## src/rtl/shift_defs.sv

```systemverilog
// Shared definitions for the universal shift register: mode encodings used by
// every block that drives or decodes the mode bus.
package shift_defs;
  typedef logic [1:0] mode_t;

  localparam mode_t MODE_HOLD = 2'b00;
  localparam mode_t MODE_SHR  = 2'b01;
  localparam mode_t MODE_SHL  = 2'b10;
  localparam mode_t MODE_LOAD = 2'b11;
endpackage

```

## src/rtl/shift_reg_univ_if.sv

```systemverilog
// Control/data bundle of the universal shift register; master drives the
// operation, slave (the register) returns contents and the word strobe.
interface shift_reg_univ_if #(
   parameter int WIDTH = 4
);
   import shift_defs::*;
   localparam int CW = $clog2(WIDTH);

   logic          en;
   mode_t         mode;
   logic          serial_in;
   logic          serial_in_l;
   logic [WIDTH-1:0] d;
   logic [WIDTH-1:0] q;
   logic          serial_out;
   logic          serial_out_l;
   logic [CW-1:0] bit_cnt;
   logic          word_done;

   modport master (
      output en, mode, serial_in, serial_in_l, d,
      input  q, serial_out, serial_out_l, bit_cnt, word_done
   );

   modport slave (
      input  en, mode, serial_in, serial_in_l, d,
      output q, serial_out, serial_out_l, bit_cnt, word_done
   );
endinterface

```

## src/rtl/shift_bit_counter.sv

```systemverilog
// Counts shifts modulo WIDTH and emits a registered strobe on the edge that
// completes a word. A clear (load) restarts the word without a strobe.
module shift_bit_counter #(
   parameter  int WIDTH = 4,
   localparam int CW    = $clog2(WIDTH)
) (
   input  logic          clk,
   input  logic          rst_n,
   input  logic          inc,
   input  logic          clr,
   output logic [CW-1:0] bit_cnt,
   output logic          wrap_pulse
);
   // Explicit wrap so non-power-of-2 widths never reach WIDTH..2**CW-1.
   localparam logic [CW-1:0] LAST = CW'(WIDTH - 1);

   always_ff @(posedge clk or negedge rst_n) begin
      if (!rst_n) begin
         bit_cnt    <= '0;
         wrap_pulse <= 1'b0;
      end else if (clr) begin
         bit_cnt    <= '0;
         wrap_pulse <= 1'b0;
      end else if (inc) begin
         if (bit_cnt == LAST) begin
            bit_cnt    <= '0;
            wrap_pulse <= 1'b1;
         end else begin
            bit_cnt    <= bit_cnt + 1'b1;
            wrap_pulse <= 1'b0;
         end
      end else begin
         wrap_pulse <= 1'b0;
      end
   end
endmodule

```

## src/rtl/shift_reg_univ.sv

```systemverilog
// Parametrised universal shift register: hold, shift right, shift left and
// parallel load, with a shift counter that strobes word_done every WIDTH shifts.
module shift_reg_univ
   import shift_defs::*;
#(
   parameter int               WIDTH     = 4,
   parameter logic [WIDTH-1:0] RESET_VAL = '0
) (
   input  logic clk,
   input  logic rst_n,
   shift_reg_univ_if.slave bus
);
   logic [WIDTH-1:0] q_r;
   logic [WIDTH-1:0] q_nxt;
   logic             shift;
   logic             load;

   // en gates every mode, so a disabled cycle is a hold for both data and counter.
   always_comb begin
      q_nxt = q_r;
      shift = 1'b0;
      load  = 1'b0;
      if (bus.en) begin
         case (bus.mode)
            MODE_SHR: begin
               q_nxt = {bus.serial_in, q_r[WIDTH-1:1]};
               shift = 1'b1;
            end
            MODE_SHL: begin
               q_nxt = {q_r[WIDTH-2:0], bus.serial_in_l};
               shift = 1'b1;
            end
            MODE_LOAD: begin
               q_nxt = bus.d;
               load  = 1'b1;
            end
            default: ;
         endcase
      end
   end

   always_ff @(posedge clk or negedge rst_n) begin
      if (!rst_n) q_r <= RESET_VAL;
      else        q_r <= q_nxt;
   end

   assign bus.q            = q_r;
   assign bus.serial_out   = q_r[0];
   assign bus.serial_out_l = q_r[WIDTH-1];

   shift_bit_counter #(.WIDTH(WIDTH)) u_cnt (
      .clk        (clk),
      .rst_n      (rst_n),
      .inc        (shift),
      .clr        (load),
      .bit_cnt    (bus.bit_cnt),
      .wrap_pulse (bus.word_done)
   );
endmodule

```

## src/flat_wrapper.sv

```systemverilog
// flat-port wrapper written by rule: the top's interface ports become plain ports
module shift_reg_univ_flat import shift_defs::*;
#(
   parameter int               WIDTH     = 4,
   parameter logic [WIDTH-1:0] RESET_VAL = '0
)
  (clk, rst_n, bus_en, bus_mode, bus_serial_in, bus_serial_in_l, bus_d, bus_q, bus_serial_out, bus_serial_out_l, bus_bit_cnt, bus_word_done);
  shift_reg_univ_if #(.WIDTH(WIDTH)) bus_i ();
  input  logic clk;
  input  logic rst_n;
  input wire logic [$bits(bus_i.en)-1:0] bus_en;
  input wire logic [$bits(bus_i.mode)-1:0] bus_mode;
  input wire logic [$bits(bus_i.serial_in)-1:0] bus_serial_in;
  input wire logic [$bits(bus_i.serial_in_l)-1:0] bus_serial_in_l;
  input wire logic [$bits(bus_i.d)-1:0] bus_d;
  output wire logic [$bits(bus_i.q)-1:0] bus_q;
  output wire logic [$bits(bus_i.serial_out)-1:0] bus_serial_out;
  output wire logic [$bits(bus_i.serial_out_l)-1:0] bus_serial_out_l;
  output wire logic [$bits(bus_i.bit_cnt)-1:0] bus_bit_cnt;
  output wire logic [$bits(bus_i.word_done)-1:0] bus_word_done;
  assign bus_i.en = bus_en;
  assign bus_i.mode = bus_mode;
  assign bus_i.serial_in = bus_serial_in;
  assign bus_i.serial_in_l = bus_serial_in_l;
  assign bus_i.d = bus_d;
  assign bus_q = bus_i.q;
  assign bus_serial_out = bus_i.serial_out;
  assign bus_serial_out_l = bus_i.serial_out_l;
  assign bus_bit_cnt = bus_i.bit_cnt;
  assign bus_word_done = bus_i.word_done;
  shift_reg_univ #(.WIDTH(WIDTH), .RESET_VAL(RESET_VAL)) u_core (.clk(clk), .rst_n(rst_n), .bus(bus_i));
endmodule
```

## config.mk

```make
export PLATFORM = sky130hd
export DESIGN_NAME = shift_reg_univ_flat
export DESIGN_NICKNAME = d
export VERILOG_FILES = /design/src/rtl/shift_defs.sv /design/src/rtl/shift_reg_univ_if.sv /design/src/rtl/shift_bit_counter.sv /design/src/rtl/shift_reg_univ.sv /design/src/flat_wrapper.sv
export SDC_FILE = /design/constraint.sdc
export NUM_CORES = 1
export LEC_CHECK = 0
export CAP_MARGIN = 10
export CELL_PAD_IN_SITES_DETAIL_PLACEMENT = 1
export CELL_PAD_IN_SITES_GLOBAL_PLACEMENT = 1
export CORE_MARGIN = 5
export CORE_UTILIZATION = 26
export CTS_BUF_LIST = sky130_fd_sc_hd__clkbuf_4 sky130_fd_sc_hd__clkbuf_8 sky130_fd_sc_hd__clkbuf_16
export DETAILED_ROUTE_END_ITERATION = 10
export PLACE_DENSITY_LB_ADDON = 0.1
export SLEW_MARGIN = 15
export SYNTH_ARGS = -nofsm -noshare
export SYNTH_HDL_FRONTEND = slang
export SYNTH_SLANG_ARGS = --single-unit
```

## constraint.sdc

```tcl
create_clock -name clk -period 1 [get_ports clk]
set_input_delay 0.15 -clock clk [delete_from_list [all_inputs] [get_ports clk]]
set_output_delay 0.15 -clock clk [all_outputs]
set_load 0.01 [all_outputs]
```

# Word-level counts from Yosys, hierarchy flattened
# Cells that the tools add are included.
totals:
  out_inout_bits: 9
  inputBits: 11
  reg_bits: 7
  wordCells: 23
op_classes:
  mux: 11
  n_reduce_logical: 4
  add_sub_neg: 1
  eq_ne: 4
op_table:
  columns: ["op", "count"]
  rows:
  - ["4-bit one-hot mux with 3 select lines", 1]
  - ["1-bit 2-to-1 mux", 7]
  - ["2-bit == test, second input constant", 3]
  - ["2-bit 2-to-1 mux", 3]
  - ["3-bit nonzero test", 1]
  - ["2-bit by 1-bit adder with 2-bit output, second input constant", 1]
  - ["2-bit by 1-bit == test with 1-bit output, second input constant", 1]
  - ["2-bit AND reduction", 1]
  - ["2-bit nonzero test", 1]
  - ["2-bit OR reduction", 1]

# Logic depth before layout (Yosys ltp)
# Gate-level depths: netlist of the first run.
logic_depth:
  word_depth: 6
  mapped_depth: 5
  depth_no_buf: 5

# Cells and area by module
# Synthesis of the first run repeated with hierarchy kept, for this count alone.
hier_totals:
  hier_cells: 42
  area_unflattened_um2: 409.1
by_module_without_submodules:
  columns: ["module", "cells_each", "area_each_um2", "n_inst", "seq_area_each_um2"]
  rows:
  - ["shift_reg_univ", 31, 276.5, 1, 100.1]
  - ["shift_bit_counter", 11, 132.6, 1, 75.1]

# Worst setup path after synthesis of the first run
# Ideal clock, no wire load.
synth_path:
  path_type: "register to register"
  startpoint: "register u_core.u_cnt.bit_cnt[0]"
  endpoint: "register u_core.u_cnt.bit_cnt[1]"
  path_slack_ns: -0.025
  synth_period_minus_slack_ns: 1.025
  t_required_ns: 0.879
  path_buffers: 0
  path_stages_with_launch: 3
  setup_ns: 0.121
  t_arrival_ns: 0.904
  cell_sequence: "dfrtp_1 > ha_1 > a22o_1"
synth_via:
  elab_chain_cells: 4
  elab_cells_between_ends: 5
  classes_between: "add/sub (1); eq/ne (1); mux (3)"
synth_lines:
  columns: ["item", "line", "text"]
  rows:
  - ["start: declaration", "shift_bit_counter.sv:11", "output logic [CW-1:0] bit_cnt,"]
  - ["start signal: assignment", "shift_bit_counter.sv:29", "bit_cnt <= bit_cnt + 1'b1;"]
  - ["2-bit by 1-bit adder with 2-bit output / 2-bit == test (equally long branches)", "shift_bit_counter.sv:29, shift_bit_counter.sv:25", null]
  - ["2-bit 2-to-1 mux *", "shift_bit_counter.sv:25", "if (bit_cnt == LAST) begin"]
  - ["2-bit 2-to-1 mux *", "shift_bit_counter.sv:24", "end else if (inc) begin"]
  - ["2-bit 2-to-1 mux *", "shift_bit_counter.sv:21", "end else if (clr) begin"]
# Every way passes the cells marked *; elsewhere a longest branch is shown, timed or not. The select of a mux whose other input is x is not followed.
# A chain may end at the register's enable or synchronous reset.

# Worst setup path after layout of the first run
# Same ends and word-level chain as after synthesis.

==> impl_metrics.py, run 1 <==
metrics = {
    "floorplanning": {
        "die_area_sq_um": 2360,
        "die_h_um": 48.6,
        "die_w_um": 48.6,
        "num_rows": 14,
        "io_pins": 20,
        "initial_core_util": 0.267,
        "core_area_sq_um": 1450,
    },
    "cells_and_area": {
        "layout_common_cells": "buf_2 (9), clkdlybuf4s50_1 (8), dfrtp_1 (7), a22o_1 (6)",
        "drive_gt1_frac": 0.385,
        "area_growth_pct": 61.0,
        "fin_nets": 81,
        "stdcell_count": 81,
        "n_antenna_cell": 0,
        "mostFrequentLayoutCell": "buf_2",
    },
    "timing": {
        "fmax_ghz": 0.989,
        "final_hold_viol_count": 0,
        "setup_viol": 1,
        "setup_ws_ps": -11.6,
        "fin_hold_ws_ps": 153,
        "finClkSkew_ps": 7.62,
        "slew_viol_final": 0,
        "finalCriticalPeriod_ps": 1010,
        "finalCritPeriodShare": 1.01,
        "slew_headroom": 0.787,
        "rsz0062_at_grt": "yes",
        "tightest_slew_ps": 318,
    },
    "synth": {
        "syn_inst": 40,
        "synth_area_sq_um": 388,
        "ys_seq_area_frac": 0.452,
        "postSynthAreaPerCell_sq_um": 9.70,
        "muxShareOfSynthArea": 0,
        "syn-num-nets": 55,
        "synthAdderAreaFrac": 0.129,
        "synthSimpleGateAreaFrac": 0.110,
        "synth_compound_area_frac": 0.252,
        "synthXorXnorAreaFrac": 0,
        "yosys_warnings": 0,
        "synth.distinct_cells": 11,
        "ys_ff_latch": 7,
        "synth_top_family_by_area": "compound AO/OA/AOI/OAI gates",
    },
    "route": {
        "dr_wl_met3_um": 116,
        "vias_per_cell": 4.80,
        "drcViolationCount": 0,
        "wl_met1_um": 441,
        "drtAntennaViolNets": 0,
        "wl_met2_um": 483,
        "highest_layer": "met4",
        "wl_per_cell_um": 13.0,
        "postRouteWirelength_mm": 1.05,
        "first_pass_iters": 2,
        "vias": 389,
        "drtIter0Drc": 4,
    },
    "critical_path": {
        "path_max_fanout": 3,
        "cp.required_ps": 1140,
        "critPathCaptureType": "flop",
        "cp.arrival_ps": 1160,
        "path_class": "flop to flop",
        "critPathLaunchType": "flop",
    },
    "global_routing": {
        "grt_first_pass_wirelength_mm": 1.75,
        "gr-total-overflow": 0,
        "grtUsageTotal": 0.0979,
        "grt_pass1_vias": 396,
        "grt_max_degree": 9,
        "antenna_found_initial": 0,
    },
    "place": {
        "io_buffers": 19,
        "globalplace.congestion": 0.704,
        "dp.cells": 79,
    },
    "pwr": {
        "p_leak_nw": 0.310,
        "p_per_area_nw_per_um2": 1630,
        "max-vdd-ir-drop_v": 0.000839,
    },
    "clock_tree": {
        "cts-root-buf": "clkbuf_4",
        "clockBufferDepth": 2,
        "cts_made_buffers": 3,
        "clk_latency_ps": 250,
        "clock_sinks": 7,
        "path_clk_slew_ps": 60,
        "ctsHtreeMaxLevel": 1,
        "tritoncts": "yes",
    },
    "outcome": {
        "status": "complete, but fails checks",
        "violations": "setup timing",
    },
    "flow_run": {
        "cap_violations": 0,
    },
    "worst_hold_path": {
        "min_path_type": "input port to async pin",
    },
}
[what timing repair did]
item,4_1_cts,5_1_grt
endpoints found under the setup margin,16,9
setup buffers,0,1
gates resized for setup,45,3
hold buffers,0,0
endpoints found under the hold margin,0,0
pin swaps,5,2
[power by group]
group	leakage (nW)	switching, W	internal, W	total [W]
clock network	0.0177	0.000114	0.000147	0.000261
logic	0.201	0.000170	0.000197	0.000367
registers	0.0906	0.0000472	0.000341	0.000388
total	0.310	0.000332	0.000684	0.00102
[layer usage]
layer / global-route usage / vias to the layer above
met1: 0.103 / 180
met4: 0.0673 / 0
met5: 0 / -
met2: 0.148 / 16
li1: - / 191
met3: 0.0521 / 2
[Yosys cell counts]
| cell | n | share of area |
|---|---|---|
| nand2_1 | 5 | 0.048 |
| a21oi_1 | 4 | 0.052 |
| ha_1 | 4 | 0.13 |
| a22o_1 | 6 | 0.14 |
| o21ai_1 | 5 | 0.065 |
| nor2_1 | 3 | 0.029 |
| nand2b_1 | 1 | 0.016 |
| and2_1 | 1 | 0.016 |
| inv_1 | 2 | 0.019 |
| buf_4 | 2 | 0.039 |
| dfrtp_1 | 7 | 0.45 |
[worst max-delay path, stage by stage, from the launching register on]
cell and delay (ps):
dfrtp_1 400, ha_1 300, a22o_1 200
[through the flow]
step / instance area [sq um] / utilization / setup TNS [ps] / setup WS [ps] / total power [W]
floorplan: 388 / - / -12.0 / -12.0 / 0.000565
finish: 624 / 0.429 / -11.6 / -11.6 / 0.00102
detailed placement: 628 / 0.432 / -3740 / -554 / 0.000840
global placement: 628 / 0.432 / -3530 / -510 / 0.000833
global route: 624 / 0.429 / -56.9 / -48.3 / 0.00110
CTS: 619 / 0.426 / -9.64 / -9.64 / 0.00103
[final timing paths]
| path | from | to | slack [ps] | cells after the start |
|---|---|---|---|---|
| worst max-delay path | u_core.u_cnt.bit_cnt[0] | u_core.u_cnt.bit_cnt[1] | -10 | 2 |
| worst min-delay path | rst_n | u_core.bus.q[2] | 150 | 1 |
| worst max register to register | u_core.u_cnt.bit_cnt[0] | u_core.u_cnt.bit_cnt[1] | -10 | 2 |
| worst min register to register | u_core.u_cnt.bit_cnt[1] | u_core.u_cnt.bit_cnt[1] | 540 | 1 |
| max in group asynchronous | rst_n | u_core.bus.q[0] | 600 | 1 |
| min in group clk | u_core.u_cnt.bit_cnt[1] | u_core.u_cnt.bit_cnt[1] | 540 | 1 |
[cell families (layout without fill, tap and decap cells)]
family | count (synthesis) | count (layout)
compound gates | 15 | 15
simple gates | 10 | 10
flops | 7 | 7
fa+ha+maj | 4 | 4
buf+inv | 4 | 29
[area by class of cell]
cell class	instances	area, sq um
inverter	2	7.51
multi-input combinational	29	220
clock buffer	3	22.5
timing repair buffer	23	174
clock inverter	1	5.00
fill	167	830
tap	16	20.0
sequential	7	175
[registers in the layout (all words and copies together), names as in the netlist]
signal                   count
u_core.bus.q                 4
u_core.u_cnt.bit_cnt         2
u_core.u_cnt.wrap_pulse      1
Power figures use the tool's default switching activity.
==> run 2, diff against run 1 <==
--- a/config.mk
+++ b/config.mk
@@ -13,6 +13,7 @@
 export CTS_BUF_LIST = sky130_fd_sc_hd__clkbuf_4 sky130_fd_sc_hd__clkbuf_8 sky130_fd_sc_hd__clkbuf_16
 export DETAILED_ROUTE_END_ITERATION = 10
 export PLACE_DENSITY_LB_ADDON = 0.1
+export SKIP_CTS_REPAIR_TIMING = 1
 export SLEW_MARGIN = 15
 export SYNTH_ARGS = -nofsm -noshare
 export SYNTH_HDL_FRONTEND = slang
==> constraint.sdc (replaced) <==
create_clock -name clk -period 1.14 [get_ports clk]
set_input_delay 0.171 -clock clk [delete_from_list [all_inputs] [get_ports clk]]
set_output_delay 0.171 -clock clk [all_outputs]
set_load 0.01 [all_outputs]
==> impl_metrics.py, run 2 (synthesized netlist as in run 1, its figures left out) <==
metrics = {
    "outcome": {
        "status": "completed",
    },
    "floorplanning": {
        "num_rows": 14,
        "io_pins": 20,
        "initial_core_util": 0.267,
        "core_area_sq_um": 1450,
        "die_area_sq_um": 2360,
        "die_w_um": 48.6,
        "die_h_um": 48.6,
    },
    "critical_path": {
        "cpMaxStageDelayCell": "dfrtp_1",
        "r2r_start": "u_core.bus.q[2]",
        "critPathLaunchType": "flop",
        "cp.arrival_ps": 1180,
        "critPathCaptureType": "flop",
        "cpPeakStageDelay_ps": 370,
        "regToRegSetupSlack_ps": 110,
        "path_class": "flop to flop",
        "path_max_fanout": 3,
        "cp-startpoint": "u_core.bus.q[2]",
        "path_cells": "buf_4 -> a22o_1 -> a21oi_1 -> o21ai_1",
        "cp.required_ps": 1290,
    },
    "cells_and_area": {
        "layout_common_cells": "dlymetal6s2s_1 (11), clkdlybuf4s50_1 (8), dfrtp_1 (7), a22o_1 (6)",
        "drive_gt1_frac": 0.215,
        "mostFrequentLayoutCell": "dlymetal6s2s_1",
        "largest_reg_flops": 4,
        "stdcell_count": 81,
        "fin_nets": 81,
        "area_growth_pct": 79.7,
        "n_antenna_cell": 0,
    },
    "global_routing": {
        "antenna_found_initial": 0,
        "gr-total-overflow": 0,
        "grt_max_degree": 9,
        "grtUsageTotal": 0.0953,
        "grt_pass1_vias": 391,
        "grt_first_pass_wirelength_mm": 1.72,
    },
    "pwr": {
        "intPower_w": 0.000646,
        "clkPwrFrac": 0.252,
        "p_per_area_nw_per_um2": 1350,
        "switching_share": 0.315,
        "seqPwrFrac": 0.358,
        "switchingPower_w": 0.000297,
        "max-vdd-ir-drop_v": 0.000823,
        "p_leak_nw": 0.445,
        "combPwrFrac": 0.390,
    },
    "timing": {
        "rsz0062_at_grt": "no",
        "setup_viol": 0,
        "tightest_slew_ps": 332,
        "slew_headroom": 0.778,
        "finalCriticalPeriod_ps": 1030,
        "final_hold_viol_count": 0,
        "finalCritPeriodShare": 0.903,
        "fmax_ghz": 0.971,
        "finalSetupTns_ps": 0,
        "setup_ws_ps": 110,
        "finClkSkew_ps": 8.59,
        "slew_viol_final": 0,
    },
    "clock_tree": {
        "cts-root-buf": "clkbuf_4",
        "path_clk_slew_ps": 60,
        "ctsHtreeMaxLevel": 1,
        "clk_latency_ps": 260,
        "cts_made_buffers": 3,
        "clockBufferDepth": 2,
        "clock_sinks": 7,
        "tritoncts": "yes",
    },
    "route": {
        "first_pass_iters": 2,
        "drcViolationCount": 0,
        "drtIter0Drc": 3,
        "drtAntennaViolNets": 0,
        "postRouteWirelength_mm": 1.08,
        "wl_per_cell_um": 13.3,
        "vias_per_cell": 4.70,
        "vias": 381,
    },
    "place": {
        "dp.cells": 76,
        "globalplace.congestion": 0.687,
        "hpwl_um": 794,
        "pre_cts_slack_ps": -419,
        "io_buffers": 19,
    },
    "worst_hold_path": {
        "min_path_type": "input port to async pin",
    },
    "flow_run": {
        "cap_violations": 0,
    },
}
==> run 2: worst paths after layout <==
path                                      endpoint  cells after the start
setup / recovery                   u_core.bus.q[3]                      4
hold / removal                     u_core.bus.q[2]                      1
setup reg to reg                   u_core.bus.q[3]                      4
hold reg to reg            u_core.u_cnt.bit_cnt[1]                      1
max in group asynchronous          u_core.bus.q[0]                      1
min in group clk           u_core.u_cnt.bit_cnt[1]                      1
==> run 2: critical path: cells and delay by family, from the launching register on <==
kind            cells  cell delay, ps
buf+inv             1             140
compound gates      3             400
flops               1             370
==> run 2: power by group through the flow <==
| stage | registers [W] | clock network (W) | logic, W |
|---|---|---|---|
| after floorplan | 0.000370 | 0 | 0.000126 |
| after global placement | 0.000347 | 0 | 0.000354 |
| after detailed placement | 0.000348 | 0 | 0.000355 |
| after CTS | 0.000343 | 0.000253 | 0.000358 |
| after global routing | 0.000348 | 0.000266 | 0.000407 |
| final | 0.000338 | 0.000238 | 0.000368 |
==> run 2: layout make-up <==
type	instances	area (sq um)
fillers	172	757
repair buffers	23	248
multi-input cells	29	219
flip-flops and latches	7	175
clock buffers	3	22.5
well taps	16	20.0
inverters	2	7.51
clock inverters	1	5.00
==> run 2: metrics by stage <==
step                cell area [sq um]  hold WS (ps)  total power [W]   util
floorplan                         388          -125         0.000495      -
global placement                  606           459         0.000701  0.417
detailed placement                606           463         0.000702  0.417
CTS                               633           174         0.000954  0.435
global route                      697           171          0.00102  0.479
finish                            697           171         0.000943  0.479
==> run 2: per-layer routing <==
metal	up-vias	GRT usage	wire [um]
li1	189	-	-
met1	176	0.0994	435
met2	16	0.139	523
met3	0	0.0675	116
met4	0	0.0538	0
met5	-	0	0
